--- src/rtl/link_constraint.sv ---
// link_constraint: distance-constraint solver for one rope/cloth link.
// Reads node positions A and B, computes d = floor(sqrt(dx^2+dy^2)) with a
// bit-serial square root, and if d exceeds REST_LEN pulls both nodes toward
// each other by half the excess using two parallel restoring dividers.
//
// Ports:
//   clk, reset            single clock, synchronous active-high reset
//   start                 job request, sampled only while idle
//   a_x, a_y, b_x, b_y    node positions (unsigned, COORD_W bits)
//   busy                  high whenever the solver is not idle
//   done                  one-cycle pulse; fix_* valid from here until next done
//   fix_ax .. fix_by      corrected node positions
module link_constraint #(
  parameter int unsigned REST_LEN = 20,
  parameter int unsigned COORD_W  = 32
) (
  input  logic               clk,
  input  logic               reset,
  input  logic               start,
  input  logic [COORD_W-1:0] a_x,
  input  logic [COORD_W-1:0] a_y,
  input  logic [COORD_W-1:0] b_x,
  input  logic [COORD_W-1:0] b_y,
  output logic               busy,
  output logic               done,
  output logic [COORD_W-1:0] fix_ax,
  output logic [COORD_W-1:0] fix_ay,
  output logic [COORD_W-1:0] fix_bx,
  output logic [COORD_W-1:0] fix_by
);

  localparam int unsigned MAG_W   = 15;  // clamped |dx|, |dy|
  localparam int unsigned ROOT_W  = 16;  // d
  localparam int unsigned RAD_W   = 32;  // d2 and dividends
  localparam int unsigned SREM_W  = 18;  // sqrt partial remainder
  localparam int unsigned DIVR_W  = 17;  // divisor 2d and divider remainder
  localparam int unsigned CNT_W   = 5;
  localparam int unsigned DIFF_W  = COORD_W + 1;

  localparam logic [CNT_W-1:0]  SQRT_LAST = CNT_W'(15);
  localparam logic [CNT_W-1:0]  DIV_LAST  = CNT_W'(31);
  localparam logic [ROOT_W-1:0] REST      = ROOT_W'(REST_LEN);

  localparam logic signed [DIFF_W-1:0] LIM_P = DIFF_W'(32767);
  localparam logic signed [DIFF_W-1:0] LIM_N = -LIM_P;

  typedef enum logic [2:0] {
    S_IDLE,
    S_LOAD,
    S_SQRT,
    S_CHECK,
    S_DIV,
    S_WRITE
  } state_t;

  state_t state_q, state_d;

  logic [CNT_W-1:0]   cnt_q;
  logic [COORD_W-1:0] ax_q, ay_q, bx_q, by_q;
  logic [MAG_W-1:0]   adx_q, ady_q;
  logic               sx_q, sy_q;
  logic [RAD_W-1:0]   rad_q;
  logic [SREM_W-1:0]  srem_q;
  logic [ROOT_W-1:0]  root_q;
  logic [DIVR_W-1:0]  divisor_q;
  logic [RAD_W-1:0]   qx_q, qy_q;
  logic [DIVR_W-1:0]  rx_q, ry_q;
  logic               corr_q;

  // Signed delta clamped to +/-32767, returned as {negative, magnitude}.
  function automatic logic [MAG_W:0] clamp_delta(input logic signed [DIFF_W-1:0] v);
    logic [MAG_W:0] r;
    if (v > LIM_P)        r = {1'b0, {MAG_W{1'b1}}};
    else if (v < LIM_N)   r = {1'b1, {MAG_W{1'b1}}};
    else if (v[DIFF_W-1]) r = {1'b1, MAG_W'(-v)};
    else                  r = {1'b0, MAG_W'(v)};
    return r;
  endfunction

  // One restoring-division step: returns {remainder, quotient/dividend shift reg}.
  function automatic logic [DIVR_W+RAD_W-1:0] div_step(input logic [DIVR_W-1:0] r,
                                                       input logic [RAD_W-1:0]  q,
                                                       input logic [DIVR_W-1:0] dv);
    logic [DIVR_W:0]             sh;
    logic [DIVR_W+RAD_W-1:0]     res;
    sh = {r, q[RAD_W-1]};
    if (sh >= {1'b0, dv}) res = {DIVR_W'(sh - {1'b0, dv}), q[RAD_W-2:0], 1'b1};
    else                  res = {sh[DIVR_W-1:0], q[RAD_W-2:0], 1'b0};
    return res;
  endfunction

  // Deltas and squared distance from the captured positions.
  logic signed [DIFF_W-1:0] dxw_c, dyw_c;
  logic [MAG_W:0]           cdx_c, cdy_c;
  logic [RAD_W-1:0]         d2_c;

  always_comb begin
    dxw_c = $signed({1'b0, bx_q}) - $signed({1'b0, ax_q});
    dyw_c = $signed({1'b0, by_q}) - $signed({1'b0, ay_q});
    cdx_c = clamp_delta(dxw_c);
    cdy_c = clamp_delta(dyw_c);
    d2_c  = RAD_W'(cdx_c[MAG_W-1:0]) * RAD_W'(cdx_c[MAG_W-1:0])
          + RAD_W'(cdy_c[MAG_W-1:0]) * RAD_W'(cdy_c[MAG_W-1:0]);
  end

  // Square-root step: bring down two radicand bits, try subtracting 4*root+1.
  logic [SREM_W+1:0] s_sh_c, s_trial_c;
  logic              s_ge_c;

  always_comb begin
    s_sh_c    = {srem_q, rad_q[RAD_W-1:RAD_W-2]};
    s_trial_c = {2'b00, root_q, 2'b01};
    s_ge_c    = (s_sh_c >= s_trial_c);
  end

  // Correction setup: excess length and the two dividends.
  logic              need_corr_c;
  logic [ROOT_W-1:0] excess_c;

  always_comb begin
    need_corr_c = (root_q > REST);
    excess_c    = root_q - REST;
  end

  // Divider steps for both axes.
  logic [DIVR_W+RAD_W-1:0] dstep_x_c, dstep_y_c;

  always_comb begin
    dstep_x_c = div_step(rx_q, qx_q, divisor_q);
    dstep_y_c = div_step(ry_q, qy_q, divisor_q);
  end

  // Final per-axis correction magnitudes (zero on the no-correction path).
  logic [COORD_W-1:0] cx_c, cy_c;

  always_comb begin
    cx_c = '0;
    cy_c = '0;
    if (corr_q) begin
      cx_c = COORD_W'(qx_q[ROOT_W-1:0]);
      cy_c = COORD_W'(qy_q[ROOT_W-1:0]);
    end
  end

  // State register and registered status outputs.
  always_ff @(posedge clk) begin
    if (reset) begin
      state_q <= S_IDLE;
      busy    <= 1'b0;
      done    <= 1'b0;
    end else begin
      state_q <= state_d;
      busy    <= (state_d != S_IDLE);
      done    <= (state_q == S_WRITE);
    end
  end

  // Next-state logic.
  always_comb begin
    state_d = state_q;
    case (state_q)
      S_IDLE:  if (start) state_d = S_LOAD;
      S_LOAD:  state_d = S_SQRT;
      S_SQRT:  if (cnt_q == SQRT_LAST) state_d = S_CHECK;
      S_CHECK: state_d = need_corr_c ? S_DIV : S_WRITE;
      S_DIV:   if (cnt_q == DIV_LAST) state_d = S_WRITE;
      S_WRITE: state_d = S_IDLE;
      default: state_d = S_IDLE;
    endcase
  end

  // Datapath registers.
  always_ff @(posedge clk) begin
    if (reset) begin
      cnt_q     <= '0;
      ax_q      <= '0;
      ay_q      <= '0;
      bx_q      <= '0;
      by_q      <= '0;
      adx_q     <= '0;
      ady_q     <= '0;
      sx_q      <= 1'b0;
      sy_q      <= 1'b0;
      rad_q     <= '0;
      srem_q    <= '0;
      root_q    <= '0;
      divisor_q <= '0;
      qx_q      <= '0;
      qy_q      <= '0;
      rx_q      <= '0;
      ry_q      <= '0;
      corr_q    <= 1'b0;
      fix_ax    <= '0;
      fix_ay    <= '0;
      fix_bx    <= '0;
      fix_by    <= '0;
    end else begin
      case (state_q)
        S_IDLE: begin
          if (start) begin
            ax_q <= a_x;
            ay_q <= a_y;
            bx_q <= b_x;
            by_q <= b_y;
          end
        end
        S_LOAD: begin
          adx_q  <= cdx_c[MAG_W-1:0];
          ady_q  <= cdy_c[MAG_W-1:0];
          sx_q   <= cdx_c[MAG_W];
          sy_q   <= cdy_c[MAG_W];
          rad_q  <= d2_c;
          srem_q <= '0;
          root_q <= '0;
          cnt_q  <= '0;
        end
        S_SQRT: begin
          if (s_ge_c) begin
            srem_q <= SREM_W'(s_sh_c - s_trial_c);
            root_q <= {root_q[ROOT_W-2:0], 1'b1};
          end else begin
            srem_q <= SREM_W'(s_sh_c);
            root_q <= {root_q[ROOT_W-2:0], 1'b0};
          end
          rad_q <= {rad_q[RAD_W-3:0], 2'b00};
          cnt_q <= cnt_q + CNT_W'(1);
        end
        S_CHECK: begin
          corr_q    <= need_corr_c;
          divisor_q <= {root_q, 1'b0};
          qx_q      <= RAD_W'(adx_q) * RAD_W'(excess_c);
          qy_q      <= RAD_W'(ady_q) * RAD_W'(excess_c);
          rx_q      <= '0;
          ry_q      <= '0;
          cnt_q     <= '0;
        end
        S_DIV: begin
          rx_q  <= dstep_x_c[DIVR_W+RAD_W-1:RAD_W];
          qx_q  <= dstep_x_c[RAD_W-1:0];
          ry_q  <= dstep_y_c[DIVR_W+RAD_W-1:RAD_W];
          qy_q  <= dstep_y_c[RAD_W-1:0];
          cnt_q <= cnt_q + CNT_W'(1);
        end
        S_WRITE: begin
          // A moves toward B and B toward A; sign follows the delta.
          fix_ax <= sx_q ? (ax_q - cx_c) : (ax_q + cx_c);
          fix_ay <= sy_q ? (ay_q - cy_c) : (ay_q + cy_c);
          fix_bx <= sx_q ? (bx_q + cx_c) : (bx_q - cx_c);
          fix_by <= sy_q ? (by_q + cy_c) : (by_q - cy_c);
        end
        default: ;
      endcase
    end
  end

endmodule

--- config.mk ---
export PLATFORM = sky130hd
export DESIGN_NAME = link_constraint
export DESIGN_NICKNAME = d
export VERILOG_FILES = /design/src/rtl/link_constraint.sv
export SDC_FILE = /design/constraint.sdc
export NUM_CORES = 2
export LEC_CHECK = 0
export ABC_AREA = 1
export CORE_MARGIN = 2
export CORE_UTILIZATION = 25
export DETAILED_ROUTE_END_ITERATION = 6
export PLACE_DENSITY = 0.52
export SLEW_MARGIN = 15
export SYNTH_ARGS = -nofsm -noshare
export SYNTH_HDL_FRONTEND = slang
export SYNTH_SLANG_ARGS = --single-unit
--- constraint.sdc ---
create_clock -name clk -period 22.2 [get_ports clk]
set_input_delay 3.33 -clock clk [delete_from_list [all_inputs] [get_ports clk]]
set_output_delay 3.33 -clock clk [all_outputs]
set_load 0.05 [all_outputs]
==> impl_metrics.csv <==
group,metric,value,unit
floorplanning,core_area,243000,sq um
cts,cts_tree,"built",
final_layout,ff_latch_area,9590,sq um
synthesis,syn_nets,9855,
synthesis,synth_edf_count,0,
cts,cts.htree.levels,2,
synthesis,synth.distinct_cells,67,
final_layout,layout_common_cells,"inv_1, nand2_1, nor2_1",
floorplanning,die_y,498,microns
synthesis,yosys.area.top_type,"fa_1",
floorplanning,die-area,248000,sq um
sta,finalSetupViolCount,0,
floorplanning,num_rows,181,
synthesis,ys.flop_type,"dfxtp_1",
route,routed_wl,218,mm
floorplanning,fp.dieW,498,microns
synthesis,avgSynthCellArea,7.23,sq um
final_layout,syn_to_final_growth,13.5,%
cts,holdBufCountCts,0,
synthesis,synthCells,8423,
critical_path,critPathLaunchType,"flip-flop",
run,drv_cap,0,
sta,maxSlewHeadroom,0.247,
synthesis,seq_area_frac_synth,0.157,
floorplanning,initial_core_util,0.251,
final_layout,fillers,26500,
route,firstDrtPassIters,6,
global_routing,grt_first_pass_wirelength,336,mm
final_layout,layout_commonest_cell,"inv_1",
global_routing,grt_start_max_net_pins,147,
critical_path,worst_ep_arrival_time,12.08,ns
placement,pre_cts_ws,10.76,ns
cts,cts_setup_buffers,0,
global_routing,antenna_found_initial,3,
cts,clock-sinks,479,
synthesis,synthArstFlopShare,0,
synthesis,ys_seq_elements,479,
critical_path,crit_top_cell,"fa_1",
critical_path,cp.required,22.73,ns
critical_path,r2r_cells,49,
sta,fmax,0.0866,GHz
synthesis,synthTopCellsByArea,"fa_1, dfxtp_1, ha_1",
sta,final.setup.tns,0,ns
critical_path,critPathSlowestCell,"a211oi_1",
critical_path,crit_path_end_kind,"flip-flop",
synthesis,ys_warn_count,0,
route,drtIter0Drc,3981,
placement,dp_hpwl,178,mm
route,route.antenna.remaining_nets,0,
placement,port_buffers,260,
sta,rsz0062_at_grt,"false",
cts,path_clk_slew,0.06,ns
worst_hold_path,hold_depth,2,
route,wl_per_cell,18.6,microns
route,vias,55100,
sta,drv_slew,0,
critical_path,worst_path_largest_cell_delay,0.58,ns
sta,worst_slack,10.65,ns
critical_path,critPathKind,"reg2reg",
sta,finalCritPeriodShare,0.520,
sta,finalWorstPathRequiredPeriod,11.55,ns
critical_path,critPathMaxFanout,13,
global_routing,grt_overflow,0,
sta,tightestPinTransition,1.12,ns
final_layout,multi_input_area,44000,sq um
global_routing,grt_pass1_vias,56300,
sta,hold_viol_final,0,
floorplanning,ios,261,
global_routing,track_usage,0.173,
route,drc_errors,0,
cts,clock_latency,0.73,ns
worst_hold_path,hp-class,"reg2reg",
cts,cts.path.max_buffers,3,
final_layout,drive_above_1_share,0.0312,
final_layout,nNetsFinal,9931,
synthesis,netlist_area,60900,sq um
sta,clock_skew,0.0513,ns
route,vias_per_cell,4.69,
outcome,status,"finished, final reports clean",
synthesis,synth_top_area_share,0.229,
cts,root_buffer,"clkbuf_16",
cts,cts_resized,0,
cts,cts_inserted_buffers,61,
placement,finalWeightedCongestion,0.968,
cell usage after synthesis (3+ instances only):
library cell and count:
nor3b_1 6, dfxtp_1 479, inv_1 1601, a31o_2 3
nand2_2 13, clkbuf_1 249, nor4_1 13, o221ai_1 12
nor2_1 942, nor3_1 52, nand4_1 52, buf_4 5
a221oi_1 11, o21bai_1 23, xor2_2 3, xor2_1 162
a211oi_1 9, ha_1 603, a21boi_0 23, nand3_2 4
nand3_1 197, and2_1 14, nand2_4 7, a21o_1 17
o211ai_1 55, o31ai_1 6, buf_6 5, nor2_2 11
fa_1 698, nand2_1 1591, a21oi_1 663, o21ai_1 11
o211a_1 4, clkinv_1 11, o21ai_0 536, inv_2 28
o221a_2 6, o21a_1 23, or2_2 19, nand3b_1 11
buf_2 9, buf_1 20, a21boi_1 4, a31oi_1 90
xnor2_1 92
final timing paths:
path | start | end | slack (ns)
min | rad_q[1] | rad_q[1] | 0.46
min reg2reg | rad_q[1] | rad_q[1] | 0.46
max reg2reg | bx_q[0] | rad_q[27] | 10.65
max | bx_q[0] | rad_q[27] | 10.65
worst max-delay path: cells and delay by family (launching register included):
kind / cells / cell delay (ns)
flip-flops: 1 / 0.31
AND/OR/NAND/NOR: 14 / 1.77
XOR/XNOR: 1 / 0.45
AO/OA/AOI/OAI: 13 / 2.59
buffers and inverters: 9 / 0.86
adder cells (fa/ha/maj): 12 / 5.36
registers in the layout, indices dropped and copies added (netlist names), 18 cells and up:
name,cells
ax_q,32
ay_q,32
bx_q,32
by_q,32
fix_ax,32
fix_ay,32
fix_bx,32
fix_by,32
qx_q,32
qy_q,32
rad_q,32
srem_q,18
routing by layer:
layer  GRT usage  share of wire  vias to the layer above
met5           0              0                        -
met4      0.0599          0.038                        0
met3      0.0197          0.047                      324
met2       0.297           0.48                     1415
met1       0.224           0.44                    26900
li1            -              -                    26500
metrics by stage:
step,utilization,cell area [sq um],hold slack [ns],std cells
after CTS,0.285,69100,0.467,11800
after global placement,0.275,66700,0.451,11600
after floorplan,-,60900,0.441,8423
after global routing,0.285,69100,0.486,11800
after detailed placement,0.275,66700,0.459,11600
final,0.285,69100,0.463,11800
kinds of logic after synthesis:
group                      synth area share
and+or+nand+nor                       0.195
AOI/OAI and AO/OA                     0.136
DFF                                   0.157
adders and majority gates             0.353
xor gates and xnor gates             0.0376
buffers and inverters                 0.120
area by class of cell:
cell class | count | area share
Timing Repair Buffer | 302 | 0.0425
Clock inverter | 37 | 0.00974
Clock buffer | 79 | 0.0248
Sequential cell | 479 | 0.139
Tap cell | 3202 | 0.0580
Antenna cell | 2 | 0.0000724
Inverter | 1640 | 0.0892
Multi-Input combinational cell | 6015 | 0.637
Power is not shown: default switching activity piles up to over one toggle a cycle in this logic, so the estimate is an artifact.
